File: src/rtl/led_pkg.sv
// Shared fade-state type and peak-duty helper for the LED fade driver.
package led_pkg;

    typedef enum logic [1:0] {
        FADE_OFF,
        FADE_RISE,
        FADE_ON,
        FADE_FALL
    } fade_state_e;

    // Peak duty is a quarter-step fraction of the full PWM scale.
    function automatic int unsigned max_duty(input logic [1:0] brightness,
                                             input int unsigned pwm_bits);
        int unsigned full;
        full = (32'd1 << pwm_bits) - 32'd1;
        return ((32'(brightness) + 32'd1) * full) / 32'd4;
    endfunction

endpackage

File: src/rtl/led_fade_channel.sv
// One LED channel: steps its duty toward the requested level once per fade tick
// and turns the duty into a registered PWM output.
module led_fade_channel
    import led_pkg::*;
#(
    parameter int unsigned PWM_BITS = 8,
    parameter int unsigned STEP     = 1
) (
    input  logic                clk,
    input  logic                rst_n,
    input  logic                tick,
    input  logic                req,
    input  logic [PWM_BITS-1:0] peak,
    input  logic [PWM_BITS-1:0] pwm_cnt,
    input  logic                pwm_en,
    output logic                led,
    output logic                ramping
);

    localparam int unsigned           W      = PWM_BITS + 1;
    localparam logic [W-1:0]          STEP_W = W'(STEP);
    localparam logic [PWM_BITS-1:0]   STEP_N = PWM_BITS'(STEP);

    fade_state_e         state, state_next;
    logic [PWM_BITS-1:0] duty, duty_next, target;
    logic [W-1:0]        gap;

    always_comb begin
        target     = req ? peak : '0;
        gap        = '0;
        duty_next  = duty;
        state_next = state;
        if (tick) begin
            // Distance is taken one bit wider so a large step clamps to the target instead of wrapping.
            if (duty < target) begin
                gap       = {1'b0, target} - {1'b0, duty};
                duty_next = (gap > STEP_W) ? duty + STEP_N : target;
            end else if (duty > target) begin
                gap       = {1'b0, duty} - {1'b0, target};
                duty_next = (gap > STEP_W) ? duty - STEP_N : target;
            end

            if (duty_next < target) begin
                state_next = FADE_RISE;
            end else if (duty_next > target) begin
                state_next = FADE_FALL;
            end else if (target == '0) begin
                state_next = FADE_OFF;
            end else begin
                state_next = FADE_ON;
            end
        end
        ramping = (state_next == FADE_RISE) || (state_next == FADE_FALL);
    end

    always_ff @(posedge clk) begin
        if (!rst_n) begin
            state <= FADE_OFF;
            duty  <= '0;
            led   <= 1'b0;
        end else begin
            state <= state_next;
            duty  <= duty_next;
            led   <= pwm_en & (duty > pwm_cnt);
        end
    end

endmodule

File: src/rtl/led_fade_driver.sv
// Fades the blink pattern onto the board LEDs: shared fade-tick prescaler and
// PWM counter, one fade channel per LED, and an aggregated busy flag.
module led_fade_driver
    import led_pkg::*;
#(
    parameter int unsigned N_LED    = 4,
    parameter int unsigned PWM_BITS = 8,
    parameter int unsigned RAMP_DIV = 390_625,
    parameter int unsigned STEP     = 1
) (
    input  logic             clk,
    input  logic             rst_n,
    input  logic [N_LED-1:0] pattern_i,
    input  logic [1:0]       brightness_i,
    input  logic             pwm_en_i,
    output logic [N_LED-1:0] led_o,
    output logic             busy_o
);

    localparam int unsigned         DIV_W    = (RAMP_DIV > 1) ? $clog2(RAMP_DIV) : 1;
    localparam logic [DIV_W-1:0]    DIV_LAST = DIV_W'(RAMP_DIV - 1);
    // PWM period is 2^PWM_BITS-1 so the top duty value is a constant-on output.
    localparam logic [PWM_BITS-1:0] PWM_LAST = PWM_BITS'((1 << PWM_BITS) - 2);

    logic [DIV_W-1:0]    presc;
    logic                tick;
    logic [PWM_BITS-1:0] pwm_cnt;
    logic [PWM_BITS-1:0] peak;
    logic [N_LED-1:0]    ramping;

    assign tick = (presc == DIV_LAST);
    assign peak = PWM_BITS'(max_duty(brightness_i, PWM_BITS));

    always_ff @(posedge clk) begin
        if (!rst_n) begin
            presc   <= '0;
            pwm_cnt <= '0;
            busy_o  <= 1'b0;
        end else begin
            presc   <= tick ? '0 : presc + DIV_W'(1);
            pwm_cnt <= (pwm_cnt == PWM_LAST) ? '0 : pwm_cnt + PWM_BITS'(1);
            busy_o  <= |ramping;
        end
    end

    for (genvar i = 0; i < N_LED; i++) begin : g_ch
        led_fade_channel #(
            .PWM_BITS (PWM_BITS),
            .STEP     (STEP)
        ) u_ch (
            .clk     (clk),
            .rst_n   (rst_n),
            .tick    (tick),
            .req     (pattern_i[i]),
            .peak    (peak),
            .pwm_cnt (pwm_cnt),
            .pwm_en  (pwm_en_i),
            .led     (led_o[i]),
            .ramping (ramping[i])
        );
    end

endmodule

File: config.mk
export PLATFORM = sky130hd
export DESIGN_NAME = led_fade_driver
export DESIGN_NICKNAME = d
export VERILOG_FILES = /design/src/rtl/led_pkg.sv /design/src/rtl/led_fade_channel.sv /design/src/rtl/led_fade_driver.sv
export SDC_FILE = /design/constraint.sdc
export NUM_CORES = 1
export LEC_CHECK = 0
export ABC_AREA = 1
export CORE_MARGIN = 10
export CORE_UTILIZATION = 45
export DETAILED_ROUTE_END_ITERATION = 8
export GPL_ROUTABILITY_DRIVEN = 0
export PLACE_DENSITY = 0.56
export SLEW_MARGIN = 10
export SYNTH_ARGS = -nofsm -noshare
export SYNTH_HDL_FRONTEND = slang
export SYNTH_SLANG_ARGS = --single-unit
export TNS_END_PERCENT = 1
File: constraint.sdc
create_clock -name clk -period 7.7 [get_ports clk]
set_input_delay 1.925 -clock clk [delete_from_list [all_inputs] [get_ports clk]]
set_output_delay 1.925 -clock clk [all_outputs]
set_load 0.01 [all_outputs]
### Word-level counts from Yosys, hierarchy flattened

Index checks and enable logic that the tools add are counted.

* bits in registers: 72
* input bits: 9
* output and inout bits: 5
* word-level logic and storage cells: 129

* add/sub/neg operators: 19
* multiply operators: 1
* order comparisons: 28
* equal/unequal tests: 10
* multiplexer cells: 40
* bitwise logic cells: 5
* reductions and logical operators: 11

Operators by type and width (number)
* $mux 8: 24
* $gt 8x8->1: 12
* $gt 9x1->1 const B: 8
* $sub 8x8->9: 8
* $lt 8x8->1: 8
* $add 8x1->8 const B: 5
* $logic_not 8->1: 4
* $mux 2: 16
* $sub 8x1->8 const B: 4
* $add 19x1->19 const B: 1
* $eq 19x19->1 const B: 1
* $mul 3x8->10 const B: 1
* $eq 2x1->1 const B: 4
* $eq 2x2->1 const B: 4
* $eq 8x8->1 const B: 1
* $and 1x1->1: 4
* $logic_or 1x1->1: 4
* $reduce_or 2->1: 2
* $reduce_or 4->1: 1
* $add 2x1->3 const B: 1
* $not 1->1: 1

### Depth between registers and ports, before layout

Gate-level depths: netlist (run 1).

* depth in word-level cells: 16
* depth in mapped cells: 33
* depth with buffers taken out: 33

### Modules after synthesis

From an unflattened synthesis (run 1), not the netlist that was laid out.

* cells, all modules: 1670
* area, all modules: 10158.5 sq um

Modules (own cells, without submodules)
* led_fade_channel at g_ch[1].u_ch ...: instances 2, cells each 365, area an instance 2168.3 sq um, seq. area each 200.2 sq um
* led_fade_channel at g_ch[2].u_ch: instances 1, cells each 362, area an instance 2177.1 sq um, seq. area each 200.2 sq um
* led_fade_channel at g_ch[0].u_ch: instances 1, cells each 361, area an instance 2174.6 sq um, seq. area each 200.2 sq um
* led_fade_driver: instances 1, cells each 217, area an instance 1470.2 sq um, seq. area each 560.5 sq um

### Least setup slack after synthesis (run 1)

Ideal clock, no wire load.

* kind: input to register
* start point: input port brightness_i[0]
* end point: register busy_o
* library setup time: 0.125 ns
* arrival time: 5.646 ns
* required time: 7.575 ns
* path slack: 1.929 ns
* stages on the path: 31
* path buffers: 1
* cells stage by stage: inv_1 > nand2_1 > inv_1 > ha_1 > fa_1 > nand2_1 > inv_1 > ha_1 > buf_6 > nand2_1 > nand2_1 > nor2_2 > inv_1 > nand2_1 > nand2_1 > nand2_1 > nand2_1 > nor2_2 > nand3_1 > nand3_1 > nand2_1 > nand2_1 > inv_1 > ha_1 > nand3_1 > o211ai_1 > nand4_1 > o211ai_1 > nand3_1 > nand2_1 > nand4_1

* word-level cells in the longest chain between the ends: 16
* elaborated cells on any way between the ends: 91
* those cells by class: add/sub (9); mul (1); order compare (24); eq/ne (8); mux (40); reduce/logical (9)

Ends and longest elaborated chain
* start: declaration: line led_fade_driver.sv:14 `input logic [1:0] brightness_i,`
* $add 2x1->3 *: line led_pkg.sv:16 `return ((32'(brightness) + 32'd1) * full) / 32'd4;`
* $mul 3x8->10 *: line led_pkg.sv:16
* $mux 8: line led_fade_channel.sv:29 `target = req ? peak : '0;`
* $sub 8x8->9: line led_fade_channel.sv:39 `gap = {1'b0, duty} - {1'b0, target};`
* $gt 9x1->1: line led_fade_channel.sv:40 `duty_next = (gap > STEP_W) ? duty - STEP_N : target;`
* $mux 8: line led_fade_channel.sv:40
* $mux 8: line led_fade_channel.sv:38 `end else if (duty > target) begin`
* $mux 8: line led_fade_channel.sv:35 `if (duty < target) begin`
* $mux 8: line led_fade_channel.sv:33 `if (tick) begin`
* $gt 8x8->1: line led_fade_channel.sv:45 `end else if (duty_next > target) begin`
* $mux 2: line led_fade_channel.sv:45
* $mux 2: line led_fade_channel.sv:43 `if (duty_next < target) begin`
* $mux 2: line led_fade_channel.sv:33
* $eq 2x1->1 or $eq 2x2->1 (tied branches): line led_fade_channel.sv:53 `ramping = (state_next == FADE_RISE) || (state_next == FADE_FALL);`
* $logic_or 1x1->1: line led_fade_channel.sv:53
* $reduce_or 4->1 *: line led_fade_driver.sv:42 `busy_o <= |ramping;`
* end signal: assignment: line led_fade_driver.sv:42
* end: declaration: line led_fade_driver.sv:17 `output logic busy_o`

Mark *: on every way between the ends. The rest lies on a longest branch, timed or not. The select of a mux whose other input is x is not followed.
A chain may end at the register's enable or synchronous reset.

### Worst setup path after layout (run 1)

Same ends and word-level chain as after synthesis.

==> results of run 1 <==
==> flip-flops by register name, summed over array words and instances (netlist names) <==
register	count
pwm_cnt	8
presc	19
g_ch.u_ch.duty	32
busy_o	1
g_ch.u_ch.led	4
g_ch.u_ch.state	4
==> worst max-delay path: stages <==
cell	delay (ns)
clkdlybuf4s50_1	0.52
inv_1	0.07
nand2_1	0.21
inv_1	0.08
ha_1	0.25
fa_1	0.57
nand2_1	0.25
inv_1	0.12
ha_1	0.52
nand2_1	0.16
o21ai_1	0.25
nand2_1	0.11
nand2_1	0.08
nand2_1	0.04
nand2_1	0.29
nand3_2	0.24
nand3_1	0.13
nand3_1	0.09
and2_1	0.17
ha_1	0.31
nand4_1	0.18
o221ai_1	0.31
nand3_1	0.13
nand2_1	0.14
nand4_1	0.10
==> cells in the final DEF (no fill, tap or decap), types with 7 or more instances in the layout <==
master,synthesis,layout
ha_1,142,142
fa_1,11,11
nor3_1,30,30
nor2_1,98,97
nand2_2,11,11
nand3_1,206,206
o211ai_1,10,10
clkbuf_16,0,9
a21oi_1,82,82
nand2_1,528,528
o21ai_0,21,21
o21a_1,9,9
nand4_1,65,65
a21boi_0,7,7
clkdlybuf4s50_1,0,13
o21ai_1,7,7
inv_1,249,249
dfxtp_1,68,68
xor2_1,34,34
nor2_4,11,11
nor2_2,8,9
==> path summary, 6_finish.rpt <==
| kind | cells after the start | start | endpoint |
|---|---|---|---|
| worst min register to register | 1 | presc[0]$_SDFF_PP0_ | presc[0]$_SDFF_PP0_ |
| worst max-delay path | 25 | brightness_i[0] | busy_o$_SDFF_PN0_ |
| worst min-delay path | 1 | presc[0]$_SDFF_PP0_ | presc[0]$_SDFF_PP0_ |
| worst max register to register | 22 | g_ch[1].u_ch.duty[0]$_SDFFE_PN0N_ | busy_o$_SDFF_PN0_ |
==> final cells by class <==
| cell class | count | area [um2] | share of cell area |
|---|---|---|---|
| clock buffer | 9 | 225 | 0.0206 |
| clock inverter | 7 | 76.3 | 0.00698 |
| inverter | 259 | 972 | 0.0889 |
| multi-input combinational | 1346 | 7790 | 0.712 |
| sequential | 68 | 1360 | 0.124 |
| tap | 285 | 357 | 0.0326 |
| timing repair buffer | 17 | 160 | 0.0146 |
==> where the power goes <==
| part | switching [mW] | internal, mW | leakage [nW] |
|---|---|---|---|
| clock | 0.180 | 0.253 | 0.142 |
| sequential | 0.00346 | 0.355 | 0.549 |
| combinational | 0.364 | 0.171 | 5.04 |
| total | 0.548 | 0.779 | 5.73 |
==> kinds of logic after synthesis <==
logic type / share of synthesized area
AND/OR/NAND/NOR: 0.435
buffers and inverters: 0.111
AO/OA/AOI/OAI: 0.0936
adder cells (fa/ha/maj): 0.194
flip-flops: 0.132
XOR/XNOR: 0.0341
==> metal layers <==
layer  GRT usage  wire length [um]
met1       0.293             14800
met4      0.0548               596
met5           0                 0
met3      0.0225              1520
met2       0.323             13100
==> through the flow <==
| stage | setup WS [ns] | instances | utilization |
|---|---|---|---|
| final | 0.647 | 1991 | 0.485 |
| after detailed placement | 0.318 | 1975 | 0.471 |
| after CTS | 0.667 | 1991 | 0.485 |
| after global routing | 0.112 | 1991 | 0.485 |
| after floorplan | 1.93 | 1698 | - |
| after global placement | 0.357 | 1975 | 0.471 |
==> flow_metrics.tcl, run 1 <==
set metrics [dict create \
    yosysTopAreaCellShare 0.193 \
    fmax_ghz 0.142 \
    power_density_nw_per_um2 121 \
    antenna_left 0 \
    dieHeight_um 171 \
    syn_avg_cell_area_um2 6.06 \
    place_area_um2 10600 \
    async_reset_ff_frac 0 \
    drt_iter0_drc 803 \
    cts.sinks 68 \
    ys_ff_latch 68 \
    cts_hold_buf 0 \
    synthTopCellsByCount "nand2_1 (528), inv_1 (249), nand3_1 (206)" \
    finalPower_mw 1.33 \
    max_cap_violations 0 \
    wl_per_cell_um 15.1 \
    final.setup_skew_ns 0.0130 \
    grt_max_degree 32 \
    ys_seq_area_frac 0.132 \
    htree_levels 3 \
    drc 0 \
    synth_cells 1698 \
    ys.flop_type "dfxtp_1" \
    final_layout_size_suffix_gt1_frac 0.0475 \
    synth_edf_count 0 \
    grt_pass1_vias 9864 \
    synth_area_um2 10300 \
    period_minus_slack_ns 7.05 \
    crit_type "in -> reg" \
    grt_setup_unrepaired "no" \
    drtPass1Iterations 6 \
    dpl.hpwl_um 24000 \
    wirelength_um 30000 \
    diodes 0 \
    grt_overflow 0 \
    grt.total_usage 0.207 \
    setup_viol 0 \
    cp.required_ns 7.92 \
    hold_ws_ns 0.460 \
    core_um2 22600 \
    cts_buffers 9 \
    fillers 2404 \
    initial_core_util 0.456 \
    path_max_fanout 11 \
    post_cts_resized 0 \
    worst_setup_path_end_kind "flip-flop" \
    areaGrowthSynthToFinish_pct 6.35 \
    yosysMostFrequentCell "nand2_1" \
    grt_pass1_wl_um 49900 \
    pin_count 14 \
    post_cts_buffers 0 \
    synth_cell_types 49 \
    postLayoutCellArea_um2 10900 \
    path_clk_slew_ns 0.06 \
    nets 1863 \
    via_per_inst 5.39 \
    root_buffer "clkbuf_16" \
    synth.net_count 1860 \
    irDropWorstVdd_mv 0.0987 \
    clk_latency_ns 0.35 \
    outcome "completed" \
    cts_tree "done" \
    yosys.area.top_type "nand2_1" \
    fin_tns_setup_ns 0 \
    die_x_um 171 \
    vias 10700 \
    r2r_setup_slack_ns 3.55 \
    hold_viol_final 0 \
    relSlewSlack 0.216 \
    dieArea_um2 29300 \
    fp-row-count 55 \
    report.final.slew_viol_count 0 \
    antenna_found_initial 0 \
    p_leak_nw 5.73 \
    cts_buffer_depth 2 \
    yosys-top-cells-area "nand2_1 (19%), ha_1 (17%), dfxtp_1 (13%)" \
    crit_arrival_ns 7.28 \
    startpoint_type "input pin" \
    period_share 0.916 \
    synth_warnings 0 \
    hold_class "reg -> reg" \
    worst_slew_pin_slew_ns 1.17 \
    io_buffers 13 \
]
No activity file was read; power rests on OpenSTA's default activity.
==> inputs of run 2 (changes only) <==
CORE_MARGIN = not set   (was 10)
REMOVE_ABC_BUFFERS = 1   (was not set)
==> flow_metrics.tcl, run 2 (synthesized netlist as in run 1, its figures left out) <==
set metrics [dict create \
    hold_class "reg -> reg" \
    fin_tns_setup_ns 0 \
    r2r-end "busy_o$_SDFF_PN0_" \
    final.setup_skew_ns 0.00662 \
    root_buffer "clkbuf_16" \
    cts_buffer_depth 2 \
    grt.total_usage 0.264 \
    reg2regPathDepth 24 \
    seqCellArea_um2 1360 \
    final_common_cell "nand2_1" \
    fmax_ghz 0.141 \
    grt_pass1_vias 9950 \
    cp-endpoint "busy_o$_SDFF_PN0_" \
    p_switching_mw 0.521 \
    fp-row-count 54 \
    die_x_um 153 \
    clk_latency_ns 0.34 \
    io_buffers 13 \
    diodes 0 \
    period_minus_slack_ns 7.10 \
    p_leak_nw 5.74 \
    path_clk_slew_ns 0.06 \
    p_int_mw 0.759 \
    cp_top_family "simple AND/OR/NAND/NOR gates" \
    seqPwrFrac 0.280 \
    nets 1867 \
    switching_share 0.407 \
    grt_overflow 0 \
    core_um2 22100 \
    period_share 0.922 \
    reg2reg_from "g_ch[1].u_ch.duty[0]$_SDFFE_PN0N_" \
    power_density_nw_per_um2 117 \
    grt_setup_unrepaired "no" \
    worst_setup_path_end_kind "flip-flop" \
    outcome "completed" \
    antenna_left 0 \
    pin_count 14 \
    worst_slack_ns 0.603 \
    fillers 2384 \
    dieHeight_um 153 \
    dpl.hpwl_um 24200 \
    htree_levels 3 \
    crit_path_start "brightness_i[0]" \
    antenna_found_initial 0 \
    irDropWorstVdd_mv 0.0864 \
    multiInputGateArea_um2 7790 \
    drtPass1Iterations 5 \
    post_cts_resized 0 \
    dieArea_um2 23500 \
    post_cts_buffers 0 \
    pre_cts_ws_ns 0.334 \
    wl_per_cell_um 15.2 \
    hold_viol_final 0 \
    drc 0 \
    final_cell_mix "nand2_1 (528), inv_1 (249), nand3_1 (206)" \
    largestRegisters "g_ch.u_ch.duty x32, presc x19, pwm_cnt x8" \
    cts.sinks 68 \
    worst_slew_pin_slew_ns 0.845 \
    grt_max_degree 22 \
    report.final.slew_viol_count 0 \
    startpoint_type "input pin" \
    relSlewSlack 0.436 \
    cts_tree "done" \
    pwr-share-clk 0.300 \
    max_cap_violations 0 \
    cp.depth 25 \
    areaGrowthSynthToFinish_pct 6.23 \
    cp_common_cell "nand2_1" \
    cpPeakStageDelay_ns 0.59 \
    worst-path-buf-inv 4 \
    setup_viol 0 \
    r2r_setup_slack_ns 3.64 \
    combPwrFrac 0.420 \
    initial_core_util 0.466 \
    grt_pass1_wl_um 50500 \
    cp.required_ns 7.92 \
    vias 10700 \
    largest_reg_flops 32 \
    via_per_inst 5.38 \
    cp_slowest_cell "fa_1" \
    wirelength_um 30200 \
    final_layout_size_suffix_gt1_frac 0.0480 \
    path_max_fanout 11 \
    crit_type "in -> reg" \
    cts_hold_buf 0 \
    drt_iter0_drc 800 \
    crit_arrival_ns 7.31 \
    cts_buffers 9 \
    top_register "g_ch.u_ch.duty" \
]
run 2: routing by layer:
layer  track usage  routed length, um  vias up
li1              -                  -     5558
met5             0                  0        -
met2         0.429              13500      299
met4        0.0596                390        0
met1         0.372              14900     4797
met3        0.0267               1450       28
run 2: metrics by stage:
| stage | instance area, um2 | total power [mW] | instances | util | hold slack (ns) |
|---|---|---|---|---|---|
| 2_1_floorplan | 10100 | 0.760 | 1673 | - | 0.430 |
| 3_3_place_gp | 10700 | 0.896 | 1974 | 0.483 | 0.455 |
| 3_5_place_dp | 10700 | 0.896 | 1974 | 0.483 | 0.460 |
| 4_1_cts | 10900 | 1.29 | 1987 | 0.495 | 0.473 |
| 5_1_grt | 10900 | 1.37 | 1987 | 0.495 | 0.493 |
| 6_report | 10900 | 1.28 | 1987 | 0.495 | 0.460 |
run 2: area by class of cell:
cell class              instances  share of cell area
clock inverters                 2             0.00115
flip-flops and latches         68               0.125
inverters                     259              0.0890
well taps                     280              0.0321
repair buffers                 21              0.0174
clock buffers                  11              0.0231
multi-input cells            1346               0.713
run 2: power by group through the flow:
stage / logic [mW] / registers (mW) / clock network (mW)
floorplan: 0.394 / 0.366 / 0
global placement: 0.529 / 0.366 / 0
detailed placement: 0.530 / 0.366 / 0
CTS: 0.533 / 0.359 / 0.396
global route: 0.608 / 0.359 / 0.408
finish: 0.537 / 0.359 / 0.384
run 2: how the worst min path moves through the flow:
stage                            to  cells past startpoint            startpoint  slack (ns)
3_5_place_dp    presc[0]$_SDFF_PP0_                      1   presc[0]$_SDFF_PP0_        0.46
5_1_grt        presc[13]$_SDFF_PP0_                      2  presc[13]$_SDFF_PP0_        0.49
3_3_place_gp    presc[0]$_SDFF_PP0_                      1   presc[0]$_SDFF_PP0_        0.46
4_1_cts         presc[0]$_SDFF_PP0_                      1   presc[0]$_SDFF_PP0_        0.47
2_1_floorplan   presc[0]$_SDFF_PP0_                      1   presc[0]$_SDFF_PP0_        0.43
6_report        presc[0]$_SDFF_PP0_                      1   presc[0]$_SDFF_PP0_        0.46
run 2: worst reg2reg max path, stage by stage, from the launching register on:
cell,delay [ns]
dfxtp_1,0.49
inv_1,0.18
ha_1,0.27
fa_1,0.41
inv_1,0.09
nand2_1,0.06
nand2_1,0.12
nand3_1,0.12
nand3_1,0.08
nand2_1,0.09
nor2_4,0.19
nand3_2,0.23
nor2_1,0.15
nor2_1,0.08
nand2_1,0.07
nand2_1,0.06
nand2_1,0.06
inv_1,0.04
ha_1,0.29
nand2_1,0.07
o21a_1,0.22
o221ai_1,0.24
nand3_1,0.11
nand2_1,0.13
nand4_1,0.10
==> inputs of run 3 (changes only) <==
TNS_END_PERCENT = 5   (was 1)
==> results of run 3 <==
The final DEF is identical to that of run 2; final timing and power are the same.
